--- src/rtl/pe_pending_encoder_if.sv ---
// Request/issue bus of the pending-request priority encoder.
//   master : request/control side (drives io_en, io_in, io_mode, io_flush, io_ready)
//   slave  : encoder side (drives io_valid, io_out, io_drop, wb_eno, wb_gs)
// Signals:
//   io_en     block enable, gates capture and issue
//   io_in     request lines, one per index
//   io_mode   0 = fixed priority (highest index), 1 = round-robin
//   io_flush  synchronous clear of pending bits and output stage
//   io_ready  consumer accepts io_out this cycle
//   io_valid  io_out holds an issued index
//   io_out    issued request index
//   io_drop   registered pulse: a request hit an already-pending line
//   wb_eno    cascade enable-out: enabled and completely idle
//   wb_gs     group select: enabled and holding a valid index
interface pe_pending_encoder_if #(
  parameter int unsigned WIDTH = 8,
  parameter int unsigned IDXW  = $clog2(WIDTH)
);

  logic             io_en;
  logic [WIDTH-1:0] io_in;
  logic             io_mode;
  logic             io_flush;
  logic             io_ready;
  logic             io_valid;
  logic [IDXW-1:0]  io_out;
  logic             io_drop;
  logic             wb_eno;
  logic             wb_gs;

  modport master (
    output io_en, io_in, io_mode, io_flush, io_ready,
    input  io_valid, io_out, io_drop, wb_eno, wb_gs
  );

  modport slave (
    input  io_en, io_in, io_mode, io_flush, io_ready,
    output io_valid, io_out, io_drop, wb_eno, wb_gs
  );

endinterface

--- src/rtl/pe_pending_encoder.sv ---
// Registered pending-request priority encoder.
// Request lines are OR-ed into a sticky pending register; one pending index
// at a time is issued on a valid/ready output stage, chosen either by fixed
// priority (highest index wins) or round-robin starting below the last
// issued index.
// Ports:
//   wb_clk_i  clock, rising edge
//   wb_rst_n  synchronous active-low reset
//   bus       pe_pending_encoder_if.slave (request inputs, issue outputs,
//             drop pulse, cascade enable-out and group select)
module pe_pending_encoder #(
  parameter int unsigned WIDTH = 8,
  parameter int unsigned IDXW  = $clog2(WIDTH)
) (
  input  logic                  wb_clk_i,
  input  logic                  wb_rst_n,
  pe_pending_encoder_if.slave   bus
);

  // Registered state
  logic [WIDTH-1:0] pend_q;
  logic             valid_q;
  logic [IDXW-1:0]  out_q;
  logic [IDXW-1:0]  ptr_q;
  logic             drop_q;

  // Combinational next-state helpers
  logic [IDXW-1:0]  fix_idx;
  logic [IDXW-1:0]  rr_idx;
  logic [IDXW-1:0]  sel_idx;
  logic             load_c;
  logic [WIDTH-1:0] loadmask;
  logic [WIDTH-1:0] capture;
  logic [WIDTH-1:0] pend_nxt;
  logic             drop_nxt;

  // Index reached k steps below p with wrap-around (1 <= k <= WIDTH).
  function automatic logic [IDXW-1:0] rr_pos(input logic [IDXW-1:0] p,
                                             input int unsigned k);
    int unsigned t;
    t = (32'(p) + WIDTH - k) % WIDTH;
    return IDXW'(t);
  endfunction

  // Fixed priority: last hit of an ascending scan is the highest set bit.
  always_comb begin
    fix_idx = '0;
    for (int unsigned i = 0; i < WIDTH; i++) begin
      if (pend_q[i]) fix_idx = IDXW'(i);
    end
  end

  // Round-robin: scan from the far end of the order (k = WIDTH, i.e. ptr
  // itself) toward k = 1 (ptr-1) so the last hit is the nearest below ptr.
  always_comb begin
    rr_idx = '0;
    for (int unsigned k = WIDTH; k >= 1; k--) begin
      if (pend_q[rr_pos(ptr_q, k)]) rr_idx = rr_pos(ptr_q, k);
    end
  end

  // Issue decision and pending-register update.
  always_comb begin
    sel_idx  = bus.io_mode ? rr_idx : fix_idx;
    load_c   = bus.io_en & (|pend_q) & (~valid_q | bus.io_ready);
    loadmask = load_c ? (WIDTH'(1) << sel_idx) : '0;
    capture  = bus.io_en ? bus.io_in : '0;
    // OR-ing capture after clearing lets a re-request win over the load clear.
    pend_nxt = (pend_q & ~loadmask) | capture;
    drop_nxt = bus.io_en & (|(bus.io_in & pend_q & ~loadmask));
  end

  // State update: reset, then flush, then normal capture/issue.
  always_ff @(posedge wb_clk_i) begin
    if (!wb_rst_n) begin
      pend_q  <= '0;
      valid_q <= 1'b0;
      out_q   <= '0;
      ptr_q   <= '0;
      drop_q  <= 1'b0;
    end else if (bus.io_flush) begin
      pend_q  <= '0;
      valid_q <= 1'b0;
      drop_q  <= 1'b0;
    end else begin
      pend_q <= pend_nxt;
      drop_q <= drop_nxt;
      if (load_c) begin
        out_q   <= sel_idx;
        valid_q <= 1'b1;
        ptr_q   <= sel_idx;
      end else if (valid_q && bus.io_ready) begin
        valid_q <= 1'b0;
      end
    end
  end

  assign bus.io_valid = valid_q;
  assign bus.io_out   = out_q;
  assign bus.io_drop  = drop_q;
  // Cascade outputs depend on registered state and the enable only.
  assign bus.wb_eno   = bus.io_en & ~(|pend_q) & ~valid_q;
  assign bus.wb_gs    = bus.io_en & valid_q;

endmodule

--- src/flat_wrapper.sv ---
// flat-port wrapper written by rule: the top's interface ports become plain ports
module pe_pending_encoder_flat 
#(
  parameter int unsigned WIDTH = 8,
  parameter int unsigned IDXW  = $clog2(WIDTH)
)
  (wb_clk_i, wb_rst_n, bus_io_en, bus_io_in, bus_io_mode, bus_io_flush, bus_io_ready, bus_io_valid, bus_io_out, bus_io_drop, bus_wb_eno, bus_wb_gs);
  pe_pending_encoder_if #(.WIDTH(WIDTH), .IDXW(IDXW)) bus_i ();
  input  logic wb_clk_i;
  input  logic wb_rst_n;
  input wire logic [$bits(bus_i.io_en)-1:0] bus_io_en;
  input wire logic [$bits(bus_i.io_in)-1:0] bus_io_in;
  input wire logic [$bits(bus_i.io_mode)-1:0] bus_io_mode;
  input wire logic [$bits(bus_i.io_flush)-1:0] bus_io_flush;
  input wire logic [$bits(bus_i.io_ready)-1:0] bus_io_ready;
  output wire logic [$bits(bus_i.io_valid)-1:0] bus_io_valid;
  output wire logic [$bits(bus_i.io_out)-1:0] bus_io_out;
  output wire logic [$bits(bus_i.io_drop)-1:0] bus_io_drop;
  output wire logic [$bits(bus_i.wb_eno)-1:0] bus_wb_eno;
  output wire logic [$bits(bus_i.wb_gs)-1:0] bus_wb_gs;
  assign bus_i.io_en = bus_io_en;
  assign bus_i.io_in = bus_io_in;
  assign bus_i.io_mode = bus_io_mode;
  assign bus_i.io_flush = bus_io_flush;
  assign bus_i.io_ready = bus_io_ready;
  assign bus_io_valid = bus_i.io_valid;
  assign bus_io_out = bus_i.io_out;
  assign bus_io_drop = bus_i.io_drop;
  assign bus_wb_eno = bus_i.wb_eno;
  assign bus_wb_gs = bus_i.wb_gs;
  pe_pending_encoder #(.WIDTH(WIDTH), .IDXW(IDXW)) u_core (.wb_clk_i(wb_clk_i), .wb_rst_n(wb_rst_n), .bus(bus_i));
endmodule
--- config.mk ---
export PLATFORM = sky130hd
export DESIGN_NAME = pe_pending_encoder_flat
export DESIGN_NICKNAME = d
export VERILOG_FILES = /design/src/rtl/pe_pending_encoder_if.sv /design/src/rtl/pe_pending_encoder.sv /design/src/flat_wrapper.sv
export SDC_FILE = /design/constraint.sdc
export NUM_CORES = 1
export LEC_CHECK = 0
export CAP_MARGIN = 10
export CORE_MARGIN = 1
export CORE_UTILIZATION = 40
export CTS_BUF_LIST = sky130_fd_sc_hd__clkbuf_4
export DETAILED_ROUTE_END_ITERATION = 16
export GPL_TIMING_DRIVEN = 0
export PLACE_DENSITY = 0.71
export SKIP_CTS_REPAIR_TIMING = 1
export SLEW_MARGIN = 10
export SYNTH_ARGS = -nofsm -noshare
export SYNTH_HDL_FRONTEND = slang
export SYNTH_SLANG_ARGS = --single-unit
export TNS_END_PERCENT = 1
--- constraint.sdc ---
create_clock -name wb_clk_i -period 4.4 [get_ports wb_clk_i]
set_input_delay 0.44 -clock wb_clk_i [delete_from_list [all_inputs] [get_ports wb_clk_i]]
set_output_delay 0.44 -clock wb_clk_i [all_outputs]
set_load 0.1 [all_outputs]
==> qor_table.md, run 1 <==
| Group | Parameter | This run |
|---|---|---|
| min path | Worst min-delay path class | flop to flop |
| critical path | CP Capture Point | u_core.bus.io_drop |
| yosys | Number of enable flip-flop cells after synthesis | 0 |
| critical path | Worst path bufs/invs | 3 |
| clocking | Cell at the root of the clock tree | sky130_fd_sc_hd__clkbuf_4 |
| run | Max cap viols | 0 |
| critical path | Worst path depth | 12 |
| cells and area | Final Util | 0.491 |
| critical path | Endpoint type of the worst setup path | flop |
| yosys | Sequential-to-total area share from yosys stat | 0.139 |
| power and ir drop | Clock share of power | 0.192 |
| die | Number of top-level pins | 21 |
| critical path | Biggest cell delay along the critical path | 0.51 ns |
| sta | RSZ-0062 raised after global routing | no |
| cells and area | Final-stage net count | 248 |
| power and ir drop | Portion of total power attributed to sequential cells | 0.301 |
| clocking | Total clock sinks | 13 |
| cells and area | Area of combinational cells with multiple inputs | 1490 um^2 |
| critical path | Depth of the worst register-to-register path | 12 |
| yosys | Post-Synthesis Cells | 207 |
| placement | Final RePlAce weighted congestion | 0.887 |
| die | Core area | 4410 um^2 |
| yosys | Post-synth top flop | sky130_fd_sc_hd__dfxtp_1 |
| power and ir drop | Sw frac | 0.413 |
| critical path | Crit-path leading delay family | compound AO/OA/AOI/OAI gates |
| yosys | Net count of the mapped netlist | 223 |
| die | Die Footprint | 4960 um^2 |
| critical path | Crit path DAT | 4.14 ns |
| sta | Number of setup violations in the final report | 0 |
| clocking | CTS tree | yes |
| placement | Inst Count DP | 279 |
| outcome | Outcome | complete, no violations |
| critical path | Worst reg2reg path endpoint | u_core.bus.io_drop |
| placement | Detailed placer's ending HPWL | 3.96 mm |
| sta | Final hold violation count | 0 |
| critical path | Data required time of the critical path | 4.58 ns |
| detailed routing | Number of remaining DRC errors | 0 |
| sta | Final Max Tran Viols | 0 |
| critical path | Cell with the most instances on the worst path | sky130_fd_sc_hd__o211ai_1 |
| critical path | Worst-path cell chain | inv_1 -> buf_2 -> ha_1 -> buf_6 -> mux2i_1 -> mux4_2 -> nand3_1 -> a311oi_1 -> o211ai_1 -> nor4b_2 -> o211ai_1 -> o311a_1 |
| power and ir drop | VDD IR max | 0.162 mV |
| sta | Transition time of the tightest slew-check pin | 0.966 ns |
| detailed routing | Number of detailed-route iterations in the first pass | 5 |
| clocking | TritonCTS Buffers | 3 |
| power and ir drop | Standby leakage power | 0.000755 uW |
| power and ir drop | Gate power share | 0.506 |
| power and ir drop | Switching Power | 177 uW |
| cells and area | Fraction of layout instances using a drive strength above 1 | 0.190 |
| critical path | Critical register-to-register path startpoint | u_core.bus.io_out[0] |
| detailed routing | Average via count per standard cell | 6.46 |
| power and ir drop | Internal Power | 252 uW |
| cells and area | Post-layout instance count excluding filler cells | 283 |
| clocking | Count of H-tree levels built during CTS | 1 |
| sta | Post-Route Setup TNS | 0 ns |
| cells and area | Filler cell count in the final layout | 428 |
| die | Row count | 24 |
| yosys | Number of synthesized register bits | 13 |
| cells and area | Number of antenna cells inserted | 0 |
| grt | Antenna violations before repair | 0 |
| critical path | Startpoint class of the critical path | flop |
| power and ir drop | Power density normalized to cell area | 198 nW/um^2 |
| detailed routing | Violation count after the first detailed-route iteration | 204 |
| yosys | Synth Cell Area | 1870 um^2 |
| sta | Normalized max-slew margin | 0.354 |
| yosys | Avg Cell Area, Syn | 9.05 um^2 |
| placement | Port Buffers | 20 |
| grt | Total routing resource utilization after global routing | 0.216 |
| detailed routing | Number of vias in the routed layout | 1,828 |
| cells and area | Area Growth Syn to Fin | 15.8% |
| yosys | Post-synth cell types | 57 |
| die | Y dimension of the die | 70.4 um |
| detailed routing | Wire length after detailed routing | 5.23 mm |
| clocking | Clock buffer depth | 2 |
| yosys | Number of warning messages in the yosys log | 0 |
| critical path | Top fanout value on the critical path | 10 |
| detailed routing | Drt wl/cell | 18.5 um |
| critical path | Origin of the worst setup path | u_core.bus.io_out[0] |
| sta | Clock tree skew after final layout | 0.0145 ns |
| die | Die X-Extent | 70.4 um |
| cells and area | Register area | 260 um^2 |
| cells and area | Highest-count cells in the layout ignoring fill and taps | sky130_fd_sc_hd__nand2_1, sky130_fd_sc_hd__clkdlybuf4s50_1, sky130_fd_sc_hd__mux2i_1, sky130_fd_sc_hd__mux4_2, sky130_fd_sc_hd__a21oi_1 |
| grt | First-pass GRT wire length | 8.49 mm |
| detailed routing | Count of nets left with antenna violations after detail routing | 0 |
| critical path | Cell with the largest stage delay on the worst path | sky130_fd_sc_hd__dfxtp_1 |
| grt | Largest net degree at the start of global routing | 11 |
| grt | Overflow left after global routing | 0 |
| yosys | Asr flop ratio synth | 0 |
| sta | Post-layout min period | 3.95 ns |
| grt | Number of global-route vias before repair | 1,702 |
| critical path | Setup slack of the most critical reg-to-reg path | 0.45 ns |
| clocking | Clock slew seen by the registers of the worst setup and hold paths | 0.09 ns |
| sta | Final worst path period share | 0.899 |
| clocking | Clock insertion delay at the later pin of the skew report | 0.28 ns |
| die | Initial Utilization | 0.424 |
| critical path | Critical Setup Path Class | flop to flop |
| sta | Highest achievable clock rate | 253 MHz |
[stage by stage]
| step | total power [uW] | instance area, um^2 | setup slack (ns) | hold slack (ns) |
|---|---|---|---|---|
| 2_1_floorplan | 292 | 1870 | 0.172 | 0.562 |
| 6_report | 429 | 2170 | 0.446 | 0.556 |
| 3_3_place_gp | 344 | 2140 | 0.506 | 0.540 |
| 5_1_grt | 451 | 2170 | 0.213 | 0.623 |
| 4_1_cts | 427 | 2170 | 0.464 | 0.562 |
| 3_5_place_dp | 345 | 2140 | 0.472 | 0.549 |
[flip-flops by register name, summed over array words and instances, names as in the netlist]
name                 cells
u_core.bus.io_valid      1
u_core.bus.io_drop       1
u_core.bus.io_out        3
u_core.pend_q            8
[synthesized netlist by cell type (3+ instances only)]
cell type	instances	area, um^2
sky130_fd_sc_hd__and2_1	5	31.3
sky130_fd_sc_hd__clkbuf_1	10	37.5
sky130_fd_sc_hd__o211ai_1	7	52.6
sky130_fd_sc_hd__buf_2	4	20.0
sky130_fd_sc_hd__mux2i_1	17	170
sky130_fd_sc_hd__nor2_1	6	22.5
sky130_fd_sc_hd__a211oi_1	3	22.5
sky130_fd_sc_hd__nand2b_1	5	31.3
sky130_fd_sc_hd__o21ai_0	12	60.1
sky130_fd_sc_hd__nand3_1	6	30.0
sky130_fd_sc_hd__a21oi_1	14	70.1
sky130_fd_sc_hd__a22oi_1	6	45.0
sky130_fd_sc_hd__nand2_1	20	75.1
sky130_fd_sc_hd__mux2_2	5	56.3
sky130_fd_sc_hd__dfxtp_1	13	260
sky130_fd_sc_hd__inv_1	9	33.8
sky130_fd_sc_hd__mux4_2	17	383
[layout make-up]
| cell class | instances | area share |
|---|---|---|
| Clock buffer | 4 | 0.0138 |
| Timing Repair Buffer | 20 | 0.0923 |
| Buffer | 18 | 0.0421 |
| Multi-Input combinational cell | 167 | 0.686 |
| Tap cell | 52 | 0.0300 |
| Inverter | 9 | 0.0156 |
| Sequential cell | 13 | 0.120 |
[routing by layer]
| metal | share of wire | routed length [um] | global-route usage |
|---|---|---|---|
| met2 | 0.46 | 2400 | 0.326 |
| met3 | 0.076 | 398 | 0.0317 |
| met5 | 0 | 0 | 0 |
| met1 | 0.43 | 2270 | 0.306 |
| met4 | 0.031 | 160 | 0.0889 |
[power by group through the flow]
stage / clock, uW / combinational (uW) / sequential [uW]
floorplan: 0 / 147 / 145
global placement: 0 / 212 / 132
detailed placement: 0 / 214 / 132
CTS: 83.4 / 214 / 129
global route: 90.8 / 230 / 130
finish: 82.4 / 217 / 129
[worst min-delay path by stage]
stage | start | end | depth (start not counted)
3_5_place_dp | u_core.bus.io_valid | u_core.bus.io_valid | 2
2_1_floorplan | wb_rst_n | u_core.bus.io_out[0] | 1
5_1_grt | u_core.bus.io_valid | u_core.bus.io_valid | 2
6_report | u_core.bus.io_valid | u_core.bus.io_valid | 2
4_1_cts | u_core.bus.io_valid | u_core.bus.io_valid | 2
3_3_place_gp | u_core.bus.io_valid | u_core.bus.io_valid | 2
[worst reg2reg max path, delay by kind of cell, from the launching register on]
kind	cells	cell delay, ns
flip-flops	1	0.51
buffers and inverters	3	0.57
adder cells (fa/ha/maj)	1	0.40
AND/OR/NAND/NOR	2	0.40
multiplexers	2	0.73
AO/OA/AOI/OAI	4	1.26
[cells by family after synthesis]
| group | after synthesis | synth area share |
|---|---|---|
| muxes | 41 | 0.339 |
| adders and majority gates | 2 | 0.0134 |
| and+or+nand+nor | 59 | 0.173 |
| AOI/OAI and AO/OA | 63 | 0.255 |
| DFF | 13 | 0.139 |
| xor gates and xnor gates | 2 | 0.0134 |
| buffers and inverters | 27 | 0.0668 |
Note: power is estimated with default switching activity, not from simulation.
==> run 2: changes to the inputs <==
CTS_CLUSTER_SIZE = 40   (was not set)
GPL_TIMING_DRIVEN = not set   (was 0)
PLACE_DENSITY = not set   (was 0.71)
==> run 2 against run 1 <==
  * Final area decreased by 2.5%
  * Non-clock buffer count decreased by 13
  * Die area unchanged
  * Highest routed layer unchanged
==> qor_table.md, run 2 (synthesis results as in run 1) <==
| Group | Parameter | This run | vs previous |
|---|---|---|---|
| grt | Overflow left after global routing | 0 | unchanged |
| detailed routing | Average via count per standard cell | 6.50 | was 6.46 |
| grt | Largest net degree at the start of global routing | 23 | was 11 |
| outcome | Outcome | complete, no violations | unchanged |
| die | Core area | 4410 um^2 | unchanged |
| clocking | Clock slew seen by the registers of the worst setup and hold paths | 0.08 ns | was 0.09 ns |
| power and ir drop | Standby leakage power | 0.000731 uW | was 0.000755 uW |
| clocking | Cell at the root of the clock tree | sky130_fd_sc_hd__clkbuf_4 | unchanged |
| critical path | Top fanout value on the critical path | 10 | unchanged |
| detailed routing | Number of vias in the routed layout | 1,755 | was 1,828 |
| sta | RSZ-0062 raised after global routing | no | unchanged |
| detailed routing | Count of nets left with antenna violations after detail routing | 0 | unchanged |
| cells and area | Top reg by flops | u_core.pend_q | unchanged |
| die | Row count | 24 | unchanged |
| die | Number of top-level pins | 21 | unchanged |
| clocking | CTS tree | yes | unchanged |
| cells and area | Highest-count cells in the layout ignoring fill and taps | sky130_fd_sc_hd__nand2_1, sky130_fd_sc_hd__clkdlybuf4s50_1, sky130_fd_sc_hd__mux2i_1, sky130_fd_sc_hd__mux4_2, sky130_fd_sc_hd__a21oi_1 | unchanged |
| detailed routing | Number of remaining DRC errors | 0 | unchanged |
| cells and area | Max reg flops | 8 | unchanged |
| power and ir drop | VDD IR max | 0.136 mV | was 0.162 mV |
| cells and area | Final-stage net count | 235 | was 248 |
| placement | Port Buffers | 20 | unchanged |
| power and ir drop | Design Power | 421 uW | was 429 uW |
| critical path | Critical Setup Path Class | flop to flop | unchanged |
| sta | Clock tree skew after final layout | 0.00180 ns | was 0.0145 ns |
| die | Die Footprint | 4960 um^2 | unchanged |
| sta | Final worst path period share | 0.794 | was 0.899 |
| run | Max cap viols | 0 | unchanged |
| sta | Post-Route Setup TNS | 0 ns | unchanged |
| detailed routing | Drt wl/cell | 18.7 um | was 18.5 um |
| sta | Worst hold-check slack | 0.583 ns | was 0.556 ns |
| clocking | Clock insertion delay at the later pin of the skew report | 0.28 ns | about the same |
| cells and area | Fraction of layout instances using a drive strength above 1 | 0.193 | was 0.190 |
| die | Y dimension of the die | 70.4 um | unchanged |
| grt | Total routing resource utilization after global routing | 0.216 | about the same |
| min path | Worst min-delay path class | flop to flop | unchanged |
| sta | Final Max Tran Viols | 0 | unchanged |
| sta | Transition time of the tightest slew-check pin | 0.974 ns | was 0.966 ns |
| critical path | Data required time of the critical path | 4.57 ns | was 4.58 ns |
| sta | Number of setup violations in the final report | 0 | unchanged |
| detailed routing | Number of detailed-route iterations in the first pass | 4 | was 5 |
| die | Die X-Extent | 70.4 um | unchanged |
| sta | Post-layout min period | 3.49 ns | was 3.95 ns |
| detailed routing | Violation count after the first detailed-route iteration | 165 | was 204 |
| placement | Final RePlAce weighted congestion | 0.885 | was 0.887 |
| sta | Final hold violation count | 0 | unchanged |
| clocking | Total clock sinks | 13 | unchanged |
| power and ir drop | Power density normalized to cell area | 199 nW/um^2 | was 198 nW/um^2 |
| detailed routing | Wire length after detailed routing | 5.06 mm | was 5.23 mm |
| critical path | Crit path DAT | 3.66 ns | was 4.14 ns |
| cells and area | Area Growth Syn to Fin | 12.9% | was 15.8% |
| placement | Detailed placer's ending HPWL | 3.57 mm | was 3.96 mm |
| grt | Number of global-route vias before repair | 1,679 | was 1,702 |
| sta | Highest achievable clock rate | 286 MHz | was 253 MHz |
| sta | Normalized max-slew margin | 0.349 | was 0.354 |
| critical path | Startpoint class of the critical path | flop | unchanged |
| grt | First-pass GRT wire length | 8.62 mm | was 8.49 mm |
| grt | Antenna violations before repair | 0 | unchanged |
| clocking | TritonCTS Buffers | 3 | unchanged |
| critical path | Endpoint type of the worst setup path | flop | unchanged |
| clocking | Count of H-tree levels built during CTS | 1 | unchanged |
| cells and area | Number of antenna cells inserted | 0 | unchanged |
| die | Initial Utilization | 0.424 | unchanged |
| clocking | Clock buffer depth | 2 | unchanged |
-- run 2: cell types whose count changed in the layout (fill, tap and decap cells not counted), sizes merged --
cell	change
buf	-3
clkbuf	-10
-- run 2: final timing paths --
kind | startpoint | to | slack (ns) | cells past startpoint
worst max-delay path | u_core.bus.io_out[1] | u_core.bus.io_drop | 0.91 | 10
worst min-delay path | u_core.bus.io_valid | u_core.bus.io_valid | 0.58 | 2
worst max register to register | u_core.bus.io_out[1] | u_core.bus.io_drop | 0.91 | 10
worst min register to register | u_core.bus.io_valid | u_core.bus.io_valid | 0.58 | 2
-- run 2: layout make-up --
class                           count  area [um^2]
Multi-Input combinational cell    167         1490
Inverter                            9         33.8
Tap cell                           52         65.1
Clock buffer                        4         30.0
Timing Repair Buffer               25          238
Fill cell                         403         2300
Sequential cell                    13          260
-- run 2: worst max-delay path: stages (launching register included) --
cell and delay (ns):
sky130_fd_sc_hd__dfxtp_1 0.33, sky130_fd_sc_hd__inv_1 0.11, sky130_fd_sc_hd__ha_1 0.46, sky130_fd_sc_hd__mux4_2 0.60, sky130_fd_sc_hd__a221o_1 0.39, sky130_fd_sc_hd__nand3_2 0.10
sky130_fd_sc_hd__a41oi_4 0.14, sky130_fd_sc_hd__a211oi_4 0.51, sky130_fd_sc_hd__nor3b_2 0.28, sky130_fd_sc_hd__a22oi_1 0.12, sky130_fd_sc_hd__o311a_1 0.34
-- run 2: report_power, final --
part | switching (uW) | internal, uW | leakage (uW) | total [uW]
sequential | 15.3 | 122 | 0.000106 | 138
combinational | 117 | 85.7 | 0.000607 | 203
clock | 39.1 | 41.3 | 0.0000184 | 80.4
total | 172 | 249 | 0.000731 | 421
-- run 2: through the flow --
step           cell area, um^2  utilization  instances  worst slack [ns]
6_report                  2110        0.479        270             0.907
5_1_grt                   2110        0.479        270             0.646
4_1_cts                   2110        0.479        270             0.927
3_5_place_dp              2080        0.472        266             0.935
3_3_place_gp              2080        0.472        266             0.985
2_1_floorplan             1870            -        207             0.172
-- run 2: per-layer routing --
| metal | track usage | routed length [um] | vias up |
|---|---|---|---|
| met2 | 0.328 | 2340 | 46 |
| met4 | 0.0533 | 48 | 0 |
| met3 | 0.0274 | 195 | 6 |
| met5 | 0 | 0 | - |
| met1 | 0.322 | 2470 | 865 |
| li1 | - | - | 838 |
==> run 3: changes to the inputs <==
clock period = 3.3 ns   (was 4.4 ns; I/O delays follow)
==> run 3 against run 2 <==
  * Core utilization increased by 4.7 points
  * Global-route usage rose by 0.58 points
  * Power up 41%
  * Sequential power rose by 28%
  * Maximum frequency rose by 12%
  * First-iteration DRC count fell by 34%
  * Critical path depth increased by 1
  * Clock-buffer cell count did not move
  * Clock skew about the same
  * Via count rose by 4.7%
  * Die area stayed put
  * Largest cell class unchanged
==> qor_table.md, run 3 (synthesis results as in run 1) <==
| Group | Parameter | This run | vs previous |
|---|---|---|---|
| clocking | Clock slew seen by the registers of the worst setup and hold paths | 0.08 ns | about the same |
| cells and area | Fraction of layout instances using a drive strength above 1 | 0.312 | was 0.193 |
| cells and area | Top reg by flops | u_core.pend_q | unchanged |
| sta | Clock tree skew after final layout | 0.00155 ns | was 0.00180 ns |
| clocking | Count of H-tree levels built during CTS | 1 | unchanged |
| power and ir drop | Standby leakage power | 0.000843 uW | was 0.000731 uW |
| die | Die X-Extent | 70.4 um | unchanged |
| detailed routing | Count of nets left with antenna violations after detail routing | 0 | unchanged |
| critical path | Critical Setup Path Class | flop to flop | unchanged |
| grt | Largest net degree at the start of global routing | 18 | was 23 |
| critical path | Cell with the most instances on the worst path | sky130_fd_sc_hd__a22oi_1 |  |
| min path | Worst min-delay path class | flop to flop | unchanged |
| cells and area | Summed area of non-filler cells in the final layout | 2320 um^2 | was 2110 um^2 |
| sta | Post-layout min period | 3.12 ns | was 3.49 ns |
| placement | Port Buffers | 20 | unchanged |
| sta | RSZ-0062 raised after global routing | no | unchanged |
| clocking | Clock insertion delay at the later pin of the skew report | 0.28 ns | about the same |
| detailed routing | Number of detailed-route iterations in the first pass | 5 | was 4 |
| cells and area | Most frequent standard cell in the layout excluding fill and tap cells | sky130_fd_sc_hd__buf_4 |  |
| grt | Number of global-route vias before repair | 1,733 | was 1,679 |
| outcome | Outcome | complete, no violations | unchanged |
| detailed routing | Wire length after detailed routing | 5.13 mm | was 5.06 mm |
| die | Y dimension of the die | 70.4 um | unchanged |
| placement | Cell area after placement | 2240 um^2 | was 2080 um^2 |
| detailed routing | Violation count after the first detailed-route iteration | 109 | was 165 |
| sta | Highest achievable clock rate | 321 MHz | was 286 MHz |
| placement | Final RePlAce weighted congestion | 0.922 | was 0.885 |
| sta | Post-Route Setup TNS | 0 ns | unchanged |
| detailed routing | Number of vias in the routed layout | 1,838 | was 1,755 |
| critical path | Crit-path leading delay family | compound AO/OA/AOI/OAI gates | unchanged |
| grt | Overflow left after global routing | 0 | unchanged |
| clocking | Clock buffer depth | 2 | unchanged |
| cells and area | Final-stage net count | 254 | was 235 |
| cells and area | Register area | 268 um^2 | was 260 um^2 |
| clocking | CTS tree | yes | unchanged |
| sta | Normalized max-slew margin | 0.353 | was 0.349 |
| detailed routing | Drt wl/cell | 17.7 um | was 18.7 um |
| clocking | Total clock sinks | 13 | unchanged |
| sta | Final hold violation count | 0 | unchanged |
| grt | Antenna violations before repair | 0 | unchanged |
| die | Initial Utilization | 0.424 | unchanged |
| cells and area | Area Growth Syn to Fin | 24.0% | was 12.9% |
| run | Max cap viols | 0 | unchanged |
| cells and area | Area of combinational cells with multiple inputs | 1540 um^2 | was 1490 um^2 |
| critical path | Data required time of the critical path | 3.47 ns | was 4.57 ns |
| sta | Final Max Tran Viols | 0 | unchanged |
| die | Die Footprint | 4960 um^2 | unchanged |
| critical path | Top fanout value on the critical path | 7 | was 10 |
| critical path | Endpoint type of the worst setup path | flop | unchanged |
| power and ir drop | VDD IR max | 0.272 mV | was 0.136 mV |
| grt | First-pass GRT wire length | 8.74 mm | was 8.62 mm |
| grt | Total routing resource utilization after global routing | 0.222 | was 0.216 |
| critical path | Startpoint class of the critical path | flop | unchanged |
| die | Row count | 24 | unchanged |
| sta | Transition time of the tightest slew-check pin | 0.967 ns | was 0.974 ns |
| cells and area | Filler cell count in the final layout | 392 | was 403 |
| power and ir drop | Design Power | 594 uW | was 421 uW |
| critical path | Crit path DAT | 3.29 ns | was 3.66 ns |
| critical path | Worst path bufs/invs | 2 | was 1 |
| clocking | Cell at the root of the clock tree | sky130_fd_sc_hd__clkbuf_4 | unchanged |
| sta | Worst hold-check slack | 0.567 ns | was 0.583 ns |
| detailed routing | Average via count per standard cell | 6.36 | was 6.50 |
| cells and area | Number of antenna cells inserted | 0 | unchanged |
| critical path | Worst-path cell chain | inv_1 -> ha_4 -> mux4_2 -> a22oi_1 -> nand4_1 -> a41oi_4 -> a211oi_4 -> buf_4 -> o311ai_1 -> a22oi_1 -> o311a_1 | was inv_1 -> ha_1 -> mux4_2 -> a221o_1 -> nand3_2 -> a41oi_4 -> a211oi_4 -> nor3b_2 -> a22oi_1 -> o311a_1 |
| power and ir drop | Power density normalized to cell area | 256 nW/um^2 | was 199 nW/um^2 |
| sta | Number of setup violations in the final report | 0 | unchanged |
| cells and area | Highest-count cells in the layout ignoring fill and taps | sky130_fd_sc_hd__buf_4, sky130_fd_sc_hd__nand2_1, sky130_fd_sc_hd__mux4_2 | was sky130_fd_sc_hd__nand2_1, sky130_fd_sc_hd__clkdlybuf4s50_1, sky130_fd_sc_hd__mux2i_1, sky130_fd_sc_hd__mux4_2, sky130_fd_sc_hd__a21oi_1 |
| clocking | TritonCTS Buffers | 3 | unchanged |
| sta | Final worst path period share | 0.945 | was 0.794 |
| cells and area | Max reg flops | 8 | unchanged |
| detailed routing | Number of remaining DRC errors | 0 | unchanged |
| die | Number of top-level pins | 21 | unchanged |
| critical path | Biggest cell delay along the critical path | 0.52 ns | was 0.60 ns |
| critical path | Cell with the largest stage delay on the worst path | sky130_fd_sc_hd__mux4_2 | unchanged |
| placement | Detailed placer's ending HPWL | 3.90 mm | was 3.57 mm |
| die | Core area | 4410 um^2 | unchanged |
## run 3: changes by cell type in the layout (fill, tap and decap cells not counted), sizes merged
cell	previous run	this run
clkdlybuf4s50	20	16
buf	5	28
## run 3: final cells by class
class | count | area share
tap | 52 | 0.0280
multi-input combinational | 167 | 0.663
inverter | 9 | 0.0145
clock buffer | 4 | 0.0129
timing repair buffer | 44 | 0.166
sequential | 13 | 0.115
## run 3: power by group
| group | internal (uW) | switching [uW] |
|---|---|---|
| Clock | 55.1 | 51.6 |
| Sequential | 162 | 13.5 |
| Combinational | 140 | 172 |
| Total | 357 | 237 |
## run 3: worst paths after layout
| check | from | to | slack, ns | cells past startpoint |
|---|---|---|---|---|
| setup reg to reg | u_core.bus.io_out[0] | u_core.bus.io_drop | 0.18 | 11 |
| hold reg to reg | u_core.bus.io_valid | u_core.bus.io_valid | 0.57 | 2 |
| setup / recovery | u_core.bus.io_out[0] | u_core.bus.io_drop | 0.18 | 11 |
| hold / removal | u_core.bus.io_valid | u_core.bus.io_valid | 0.57 | 2 |
## run 3: per-layer routing
layer,GRT usage,wire (um),part of all wire,vias up
met5,0,0,0,-
met4,0.0756,104,0.020,0
met3,0.0274,198,0.039,8
met2,0.335,2350,0.46,45
met1,0.323,2470,0.48,917
li1,-,-,-,868
## run 3: worst register-to-register path: stages, from the launching register on
cell	delay [ns]
sky130_fd_sc_hd__dfxtp_4	0.34
sky130_fd_sc_hd__inv_1	0.07
sky130_fd_sc_hd__ha_4	0.30
sky130_fd_sc_hd__mux4_2	0.52
sky130_fd_sc_hd__a22oi_1	0.21
sky130_fd_sc_hd__nand4_1	0.18
sky130_fd_sc_hd__a41oi_4	0.33
sky130_fd_sc_hd__a211oi_4	0.16
sky130_fd_sc_hd__buf_4	0.18
sky130_fd_sc_hd__o311ai_1	0.28
sky130_fd_sc_hd__a22oi_1	0.12
sky130_fd_sc_hd__o311a_1	0.34
## run 3: metrics by stage
stage | utilization | std cells | setup slack [ns]
floorplan | - | 207 | -0.303
global placement | 0.508 | 285 | 0.0876
detailed placement | 0.508 | 285 | 0.0315
CTS | 0.515 | 289 | 0.0240
global route | 0.526 | 289 | 0.0222
finish | 0.526 | 289 | 0.182
